--- config.mk ---
export PLATFORM = sky130hd
export DESIGN_NAME = csr_access_unit
export DESIGN_NICKNAME = d
export VERILOG_FILES = /design/src/rtl/csr_access_unit.sv
export SDC_FILE = /design/constraint.sdc
export NUM_CORES = 1
export LEC_CHECK = 0
export ABC_AREA = 1
export CAP_MARGIN = 0
export CORE_MARGIN = 3
export CORE_UTILIZATION = 35
export DETAILED_ROUTE_END_ITERATION = 12
export GPL_ROUTABILITY_DRIVEN = 1
export PLACE_DENSITY = 0.73
export SLEW_MARGIN = 10
export SYNTH_ARGS = -nofsm -noshare
export SYNTH_HDL_FRONTEND = slang
export SYNTH_SLANG_ARGS = --single-unit
--- constraint.sdc ---
create_clock -name clk -period 2.3 [get_ports clk]
set_input_delay 0.46 -clock clk [delete_from_list [all_inputs] [get_ports clk]]
set_output_delay 0.46 -clock clk [all_outputs]
set_load 0.02 [all_outputs]
--- src/rtl/csr_access_unit.sv ---
// CSR instruction execution unit: reads the old CSR value, applies the RW/RS/RC operation,
// writes back through a one-cycle strobe, and returns the old value with a legality flag.
module csr_access_unit (
    input  logic        clk,
    input  logic        rst,
    input  logic        req_valid,
    output logic        req_ready,
    input  logic [2:0]  req_funct3,
    input  logic [11:0] req_addr,
    input  logic [31:0] req_rs1_data,
    input  logic [4:0]  req_rs1_idx,
    output logic        resp_valid,
    input  logic        resp_ready,
    output logic [31:0] resp_rdata,
    output logic        resp_illegal,
    output logic        csr_wen,
    output logic [11:0] csr_addr,
    output logic [31:0] csr_wdata,
    input  logic [31:0] csr_rdata
);

    typedef enum logic [1:0] {IDLE, READ, WRITE, RESP} state_t;

    state_t      state_q, state_d;
    logic [2:0]  funct3_q, funct3_d;
    logic [11:0] addr_q, addr_d;
    logic [31:0] rs1Data_q, rs1Data_d;
    logic [4:0]  rs1Idx_q, rs1Idx_d;
    logic [31:0] old_q, old_d;

    logic [31:0] src;
    logic [31:0] newValue;
    logic        writeIntended;
    logic        addrLegal;
    logic        illegal;

    always_ff @(posedge clk) begin
        if (rst) begin
            state_q   <= IDLE;
            funct3_q  <= '0;
            addr_q    <= '0;
            rs1Data_q <= '0;
            rs1Idx_q  <= '0;
            old_q     <= '0;
        end else begin
            state_q   <= state_d;
            funct3_q  <= funct3_d;
            addr_q    <= addr_d;
            rs1Data_q <= rs1Data_d;
            rs1Idx_q  <= rs1Idx_d;
            old_q     <= old_d;
        end
    end

    always_comb begin
        state_d   = state_q;
        funct3_d  = funct3_q;
        addr_d    = addr_q;
        rs1Data_d = rs1Data_q;
        rs1Idx_d  = rs1Idx_q;
        old_d     = old_q;
        unique case (state_q)
            IDLE: begin
                if (req_valid) begin
                    funct3_d  = req_funct3;
                    addr_d    = req_addr;
                    rs1Data_d = req_rs1_data;
                    rs1Idx_d  = req_rs1_idx;
                    state_d   = READ;
                end
            end
            READ: begin
                old_d   = csr_rdata;
                state_d = WRITE;
            end
            WRITE: state_d = RESP;
            RESP: begin
                if (resp_ready) state_d = IDLE;
            end
            default: state_d = IDLE;
        endcase
    end

    // Immediate forms use the rs1 field as a zero-extended 5-bit operand.
    assign src = funct3_q[2] ? {27'd0, rs1Idx_q} : rs1Data_q;

    always_comb begin
        newValue = '0;
        unique case (funct3_q[1:0])
            2'b01:   newValue = src;
            2'b10:   newValue = old_q | src;
            2'b11:   newValue = old_q & ~src;
            default: newValue = '0;
        endcase
    end

    assign writeIntended = (funct3_q[1:0] == 2'b01) || (rs1Idx_q != 5'd0);
    assign addrLegal     = (addr_q == 12'hB00) || (addr_q == 12'hB80) ||
                           (addr_q == 12'hF11) || (addr_q == 12'hF12);
    assign illegal       = (funct3_q[1:0] == 2'b00) || !addrLegal ||
                           (writeIntended && (addr_q[11:10] == 2'b11));

    assign req_ready    = (state_q == IDLE);
    assign resp_valid   = (state_q == RESP);
    assign resp_illegal = resp_valid && illegal;
    assign resp_rdata   = (resp_valid && !illegal) ? old_q : 32'd0;
    // Reset is sampled combinationally so a reset landing in WRITE suppresses the strobe at once.
    assign csr_wen      = (state_q == WRITE) && writeIntended && !illegal && !rst;
    assign csr_wdata    = (state_q == WRITE) ? newValue : 32'd0;
    assign csr_addr     = addr_q;

endmodule

* Word-level counts from Yosys, hierarchy flattened *
Cells that the tools add are included.
Widths: inputs -> output; s select.

word-level totals
  bits in registers = 86
  bits in latches = 0
  bits in writable memories = 0
  memory bits (read-only) = 0
  input bits = 88
  output and inout port bits = 80
  logic and storage cells = 49
  memories = 0

operators by class
  $add $sub $neg = 0
  $mul = 0
  divide/modulo/power cells = 0
  $lt $le $gt $ge = 0
  equal/unequal tests = 13
  shift operators = 0
  multiplexer cells = 7
  bitwise operators = 3
  reductions and logical operators = 20

operators with widths
  cell                  count
  $mux 32               3
  $pmux 32 s3           1
  $eq 12x12->1 const B  4
  $and 32x32->32        1
  $not 32->32           1
  $or 32x32->32         1
  $eq 2x2->1 const B    5
  $pmux 2 s4            1
  $logic_and 1x1->1     6
  $logic_or 1x1->1      6
  $reduce_bool 5->1     1
  $eq 2x1->1 const B    2
  $logic_not 2->1       2
  $mux 2                2
  $reduce_and 2->1      2
  $logic_not 1->1       3
  $ne 2x1->1 const B    1
  $ne 2x2->1 const B    1

* Longest topological paths before layout *
Gate-level depths: netlist of the first run.

  depth in word-level cells = 10
  depth in mapped cells = 8
  gate-level depth less buffers = 7

* Worst setup path before layout of the first run *
No wires, ideal clock.

  path kind = register -> output
  start point = reg state_q[0]
  end point = out csr_wdata[0]
  data arrival time = 1.434 ns
  data required time = 1.840 ns
  path slack = 0.406 ns
  stages on the path, launching flop included = 6
  path buffers = 1
  cells stage by stage = dfxtp_1 > inv_1 > ha_1 > buf_2 > clkinv_1 > a211oi_1

on the way
  cells in the longest elaborated chain, start to end = 2

RTL lines
  item                      line  RTL
  start: declaration        24    state_t state_q, state_d;
  start signal: assignment  46    state_q <= state_d;
  $eq 2x2->1                109   assign csr_wdata = (state_q == WRITE) ? newValue : 32'd0;
  $mux 32                   109
  end: declaration          18    output logic [31:0] csr_wdata,

Every way passes these cells.

* Final worst setup path of the first run *
  start point = reg state_q[0]
  end point = out resp_valid

on the way
  cells in the longest elaborated chain, start to end = 1

RTL lines
  item              line  RTL
  $eq 2x2->1        104   assign resp_valid = (state_q == RESP);
  end: declaration  12    output logic resp_valid,

Every way passes these cells.

==> run metrics, run 1 <==
H-tree levels=3; post-synth top area cell=dfxtp_1; syn_area_per_cell=roughly 7 um^2; Worst Setup Start Kind=flop; global-route wire length before repair=approximately 21000 um; CTS tree=done; sequential area share after synthesis=0.411; Design Area, Final=6080 um^2; Arr. time, crit path=between 1500 and 2000 ps; Tmin final=2210 ps; DR vias/cell=around 4.9; top cells by area, synth=dfxtp_1, nand2_1, a211oi_1, a21oi_1, nor2_1; fillers=around 1200; Leak=2.40 nW; crit path launch=state_q[0]; Hold Crit Start=rs1Data_q[26]; Post-Syn Nets=692; Max-slew headroom=0.379; Reg-to-Reg Start=state_q[1]; Setup-failing EPs final=0; final wirelength=13300 um; Clock Skew=roughly 7.2 ps; setup tns final=0 ps; Die ar.=roughly 13000 um^2; initial antenna violation count=0; hold_buf cts=0; CP required=1840 ps; Cells after Synth=600; core area=11600 um^2; Die X=115 um; DR vias=4452; drt wl/cell=between 10 and 15 um; P&R area growth vs syn=45.2%; GRT Total Usage=0.197; clk sinks=between 80 and 90; RSZ-0062 raised after global routing=no; nature of the critical path endpoint=output pin; FFs w/ async S/R, synth=0; largest net degree at the start of global routing=87; maximum clock insertion buffer count=2; final worst-path cycle share=0.960; clk_lat worst skew=between 300 and 400 ps; Routed Antenna Nets=0; Worst Path Max Fanout=3; Die H=between 100 and 150 um; Hold Crit Class=flop to flop; IO buf count=between 150 and 200; CP Class=flop to output pin; layout cells sized above 1=0.177; status=finished, final reports clean; CTS clk-pin slew, worst paths=roughly 60 ps; DRC viols=0; grt ovf=0; fmax=0.453 GHz; synth cell count leaders=nand2_1, dfxtp_1, a21oi_1, nor2_1, inv_1; CTS Buf Count=9; nets=847; Final Hold Viols=0; Yosys reg bits=86; vias in the first global route=4412; Initial Util=0.362; Final Max Tran Viols=0; I/O Pins=168; Placed Area=approximately 6000 um^2; Most used DFF post-synth=dfxtp_1; distinct cell type count after synthesis=21; Max Cap Viol=0; Tightest Pin Transition=a little over 900 ps; FP Rows=39; DP HPWL=approximately 9400 um; mapped cell area=between 4000 and 5000 um^2; Synth top area share=0.411; Inserted Diodes=0; Starting DRT DRC Count=252; EDFF count, synth=0; most common cell in the netlist=nand2_1; clock root cell=clkbuf_16; Detailed Routing Iterations Pass 1=5; Warnings, synthesis=0; P per Cell Area=between 1000 and 1500 nW/um^2; gp weighted congestion=0.815; Max IR drop VDD=about 0.00058 V
[routing by layer]
layer | vias to the layer above | part of all wire | wire length (um) | global-route usage
li1 | 2278 | - | - | -
met1 | 2030 | 0.44 | 5860 | 0.245
met2 | 133 | 0.48 | 6390 | 0.338
met3 | 11 | 0.065 | 865 | 0.0402
met4 | 0 | 0.012 | 155 | 0.0689
met5 | - | 0 | 0 | 0
[worst max-delay path, stage by stage (launching register included)]
cell and delay [ps]:
dfxtp_1 330, buf_4 130, ha_1 210, buf_4 160, clkdlybuf4s50_1 600
[state kept, by name, indices dropped and copies added (netlist names)]
name	cells
state_q	2
csr_addr	12
rs1Data_q	32
rs1Idx_q	5
old_q	32
funct3_q	3
[report_power, final]
group,switching (mW),total (mW),internal (mW)
Clock,0.588,1.46,0.867
Combinational,1.66,2.69,1.03
Sequential,0.287,2.24,1.96
[kinds of logic after synthesis]
logic type	count (synthesis)	synth area share
flip-flops	86	0.411
adder cells (fa/ha/maj)	4	0.0119
AND/OR/NAND/NOR	278	0.287
buffers and inverters	101	0.101
AO/OA/AOI/OAI	131	0.189
[repair_timing]
action / CTS / global route
hold endpoints to repair: 0 / 0
setup buffers: 0 / 0
endpoints found under the setup margin: 66 / 57
resized for setup: 140 / 77
[stage by stage]
stage | worst slack (ps) | utilization | std cells | total power [mW] | hold WS (ps)
after global routing | 10.4 | 0.526 | 902 | 6.84 | 491
after global placement | 75.2 | 0.525 | 887 | 4.90 | 455
after floorplan | 406 | - | 600 | 3.92 | 445
after detailed placement | 17.5 | 0.525 | 887 | 4.97 | 458
final | 91.0 | 0.526 | 902 | 6.38 | 470
after CTS | -10.8 | 0.551 | 902 | 6.43 | 468
[cell usage in the layout (no fill, tap or decap)]
master / count
inv_4: 1
clkdlybuf4s15_2: 1
clkinvlp_4: 1
nor2_2: 30
nand3b_1: 1
a211oi_1: 47
buf_12: 6
o21ai_0: 5
nand2_1: 132
a21oi_1: 67
dfxtp_2: 1
nor2_4: 1
clkinv_2: 1
clkbuf_2: 24
bufinv_16: 1
dfxtp_1: 85
buf_4: 17
nor2_1: 65
clkdlybuf4s50_1: 100
clkinv_4: 2
nand3_1: 47
nand2_2: 1
o21bai_2: 1
dlygate4sd2_1: 9
inv_1: 52
ha_1: 4
nand4_4: 1
a31oi_1: 6
inv_2: 3
buf_2: 32
o22ai_1: 5
clkbuf_8: 1
clkbuf_16: 9
[worst paths after layout]
check                                endpoint  slack, ps  cells after the start
worst max-delay path               resp_valid         90                      4
worst min-delay path            rs1Data_q[26]        470                      2
worst max register to register    funct3_q[1]        650                      6
worst min register to register  rs1Data_q[26]        470                      2
[cell type report]
class	instances	area [um^2]	area share
timing repair buffer	189	1620	0.266
tap	143	179	0.0294
sequential	86	1720	0.283
clock buffer	10	239	0.0393
clock inverter	5	60.1	0.00987
inverter	56	213	0.0350
multi-input combinational	413	2050	0.337
(Power assumes the default switching activity.)
==> run 2: changes to the inputs <==
CTS_CLUSTER_SIZE = 12   (was unset)
==> results of run 2 <==
No change in the layout: final DEF, timing and power equal those of run 1.
==> RTL change (config.mk and constraints of run 2) <==
Encoding of `state_t`: now Gray code (2 bits for 4 states).
--- a/src/rtl/csr_access_unit.sv
+++ b/src/rtl/csr_access_unit.sv
@@ -21,3 +21,3 @@
 
-    typedef enum logic [1:0] {IDLE, READ, WRITE, RESP} state_t;
+    typedef enum logic [1:0] {IDLE = 2'b00, READ = 2'b01, WRITE = 2'b11, RESP = 2'b10} state_t;
 
Check against the original RTL: no difference found for any inputs over 10 cycles, from zero or initial values and one cycle with rst high; not proved beyond that.
==> RTL change against run 2 <==
Non-clock buffer count increased by 1. Hold slack got worse by 0.0028 ns. Setup slack got worse by 0.039 ns. Sequential share of layout area increased by 0.25 points. Sequential cell count unchanged. Area after synthesis decreased by 1.1%. Routed wire length increased by 3.3%. Die area decreased by 1.1%. Design area decreased by 0.58%. Critical endpoint is now csr_wdata[21].
Power is not compared: it rests on default switching activity, and its combinational part moved more than twofold at a synthesized area within 25%.
==> RTL change: results (changes against run 2) <==
Post-CTS Resized=113 (-19%); Synth Instances=592 (-1.3%); total number of vias=4492 (+0.90%); RD Place Congestion=0.857 (+5.2%); Detailed Place HPWL=9.54 mm (+1.3%); WP data arrival=1.79 ns (+0.04 ns); skew final=0.00401 ns (-0.00322 ns); register area share after synthesis=41.5% (+0.47 points); Post-Layout Cell Count=897 (-0.55%); Synth area leaders=dfxtp_1 42%, nand2_1 12%, a211oi_1 8.3%, a21oi_1 7.9%, nor2_1 6.3%; dpl cell area=5970 um2 (-1.6%); Layout fillers=1142 (-1.8%); vias in the first global route=4221 (-4.3%); library cells used by synthesis=22 (+4.8%); met2 Use GR=34.0% (+0.20 points); run status=completed; routed length on met3=1.06 mm (+22%); met2 routed WL=6.40 mm (+0.16%); fin nets=837 (-1.2%); Net Count, Synth=680 (-1.7%); drt total wl=13.7 mm (+3.3%); GRT Util Overall=19.9% (+0.26 points); Setup WS pre-CTS=0.0448 ns (+0.0273 ns); Post-synth top cells=130 x nand2_1, 86 x dfxtp_1, 69 x nor2_1, 65 x a21oi_1, 49 x inv_1; first-pass GRT wire length=21.1 mm (+0.40%); met1 global-route usage=24.5% (-0.044 points); met3 Use GR=6.05% (+2.0 points)
[RTL change: cell types whose count changed in the layout (fill, tap and decap cells not counted), sizes merged, moves of 3 or more]
cell / before / now
inv: 56 / 53
nand2: 133 / 130
nand3: 47 / 44
ha: 4 / 0
nor2: 96 / 101
buf: 55 / 35
clkbuf: 34 / 52
[RTL change: per-stage QoR]
stage / hold WS, ns / util [%] / TNS, ns
after CTS: 0.467 / 54.3 / 0
after global placement: 0.452 / 51.8 / 0
after detailed placement: 0.456 / 51.8 / 0
after global routing: 0.482 / 52.5 / -0.0635
after floorplan: 0.438 / - / 0
final: 0.467 / 52.5 / 0
[RTL change: layout make-up]
type                            instances  area [um2]  area share, %
Timing Repair Buffer                  190        1630           27.0
Clock buffer                           10         229           3.78
Clock inverter                          6        71.3           1.18
Tap cell                              143         179           2.96
Sequential cell                        86        1730           28.6
Inverter                               52         198           3.27
Multi-Input combinational cell        410        2010           33.3
[RTL change: worst max-delay path, cell delays in order, from the launching register on]
cell	delay (ns)
dfxtp_2	0.34
inv_2	0.08
nor2_1	0.05
nor2_1	0.14
buf_4	0.21
nor2_1	0.06
a31oi_1	0.17
nor2_1	0.08
dlygate4sd2_1	0.32
[RTL change: logic make-up after synthesis]
logic type             Yosys count  synth area share, %
buffers and inverters           96                 10.4
flip-flops                      86                 41.5
AO/OA/AOI/OAI                  130                 19.0
AND/OR/NAND/NOR                280                 29.1
[RTL change: worst paths after layout]
kind,startpoint,endpoint,slack [ns],depth (start not counted)
setup / recovery,funct3_q[1],csr_wdata[21],0.05,8
hold / removal,rs1Data_q[27],rs1Data_q[27],0.47,2
setup reg to reg,state_q[0],old_q[18],0.76,6
hold reg to reg,rs1Data_q[27],rs1Data_q[27],0.47,2
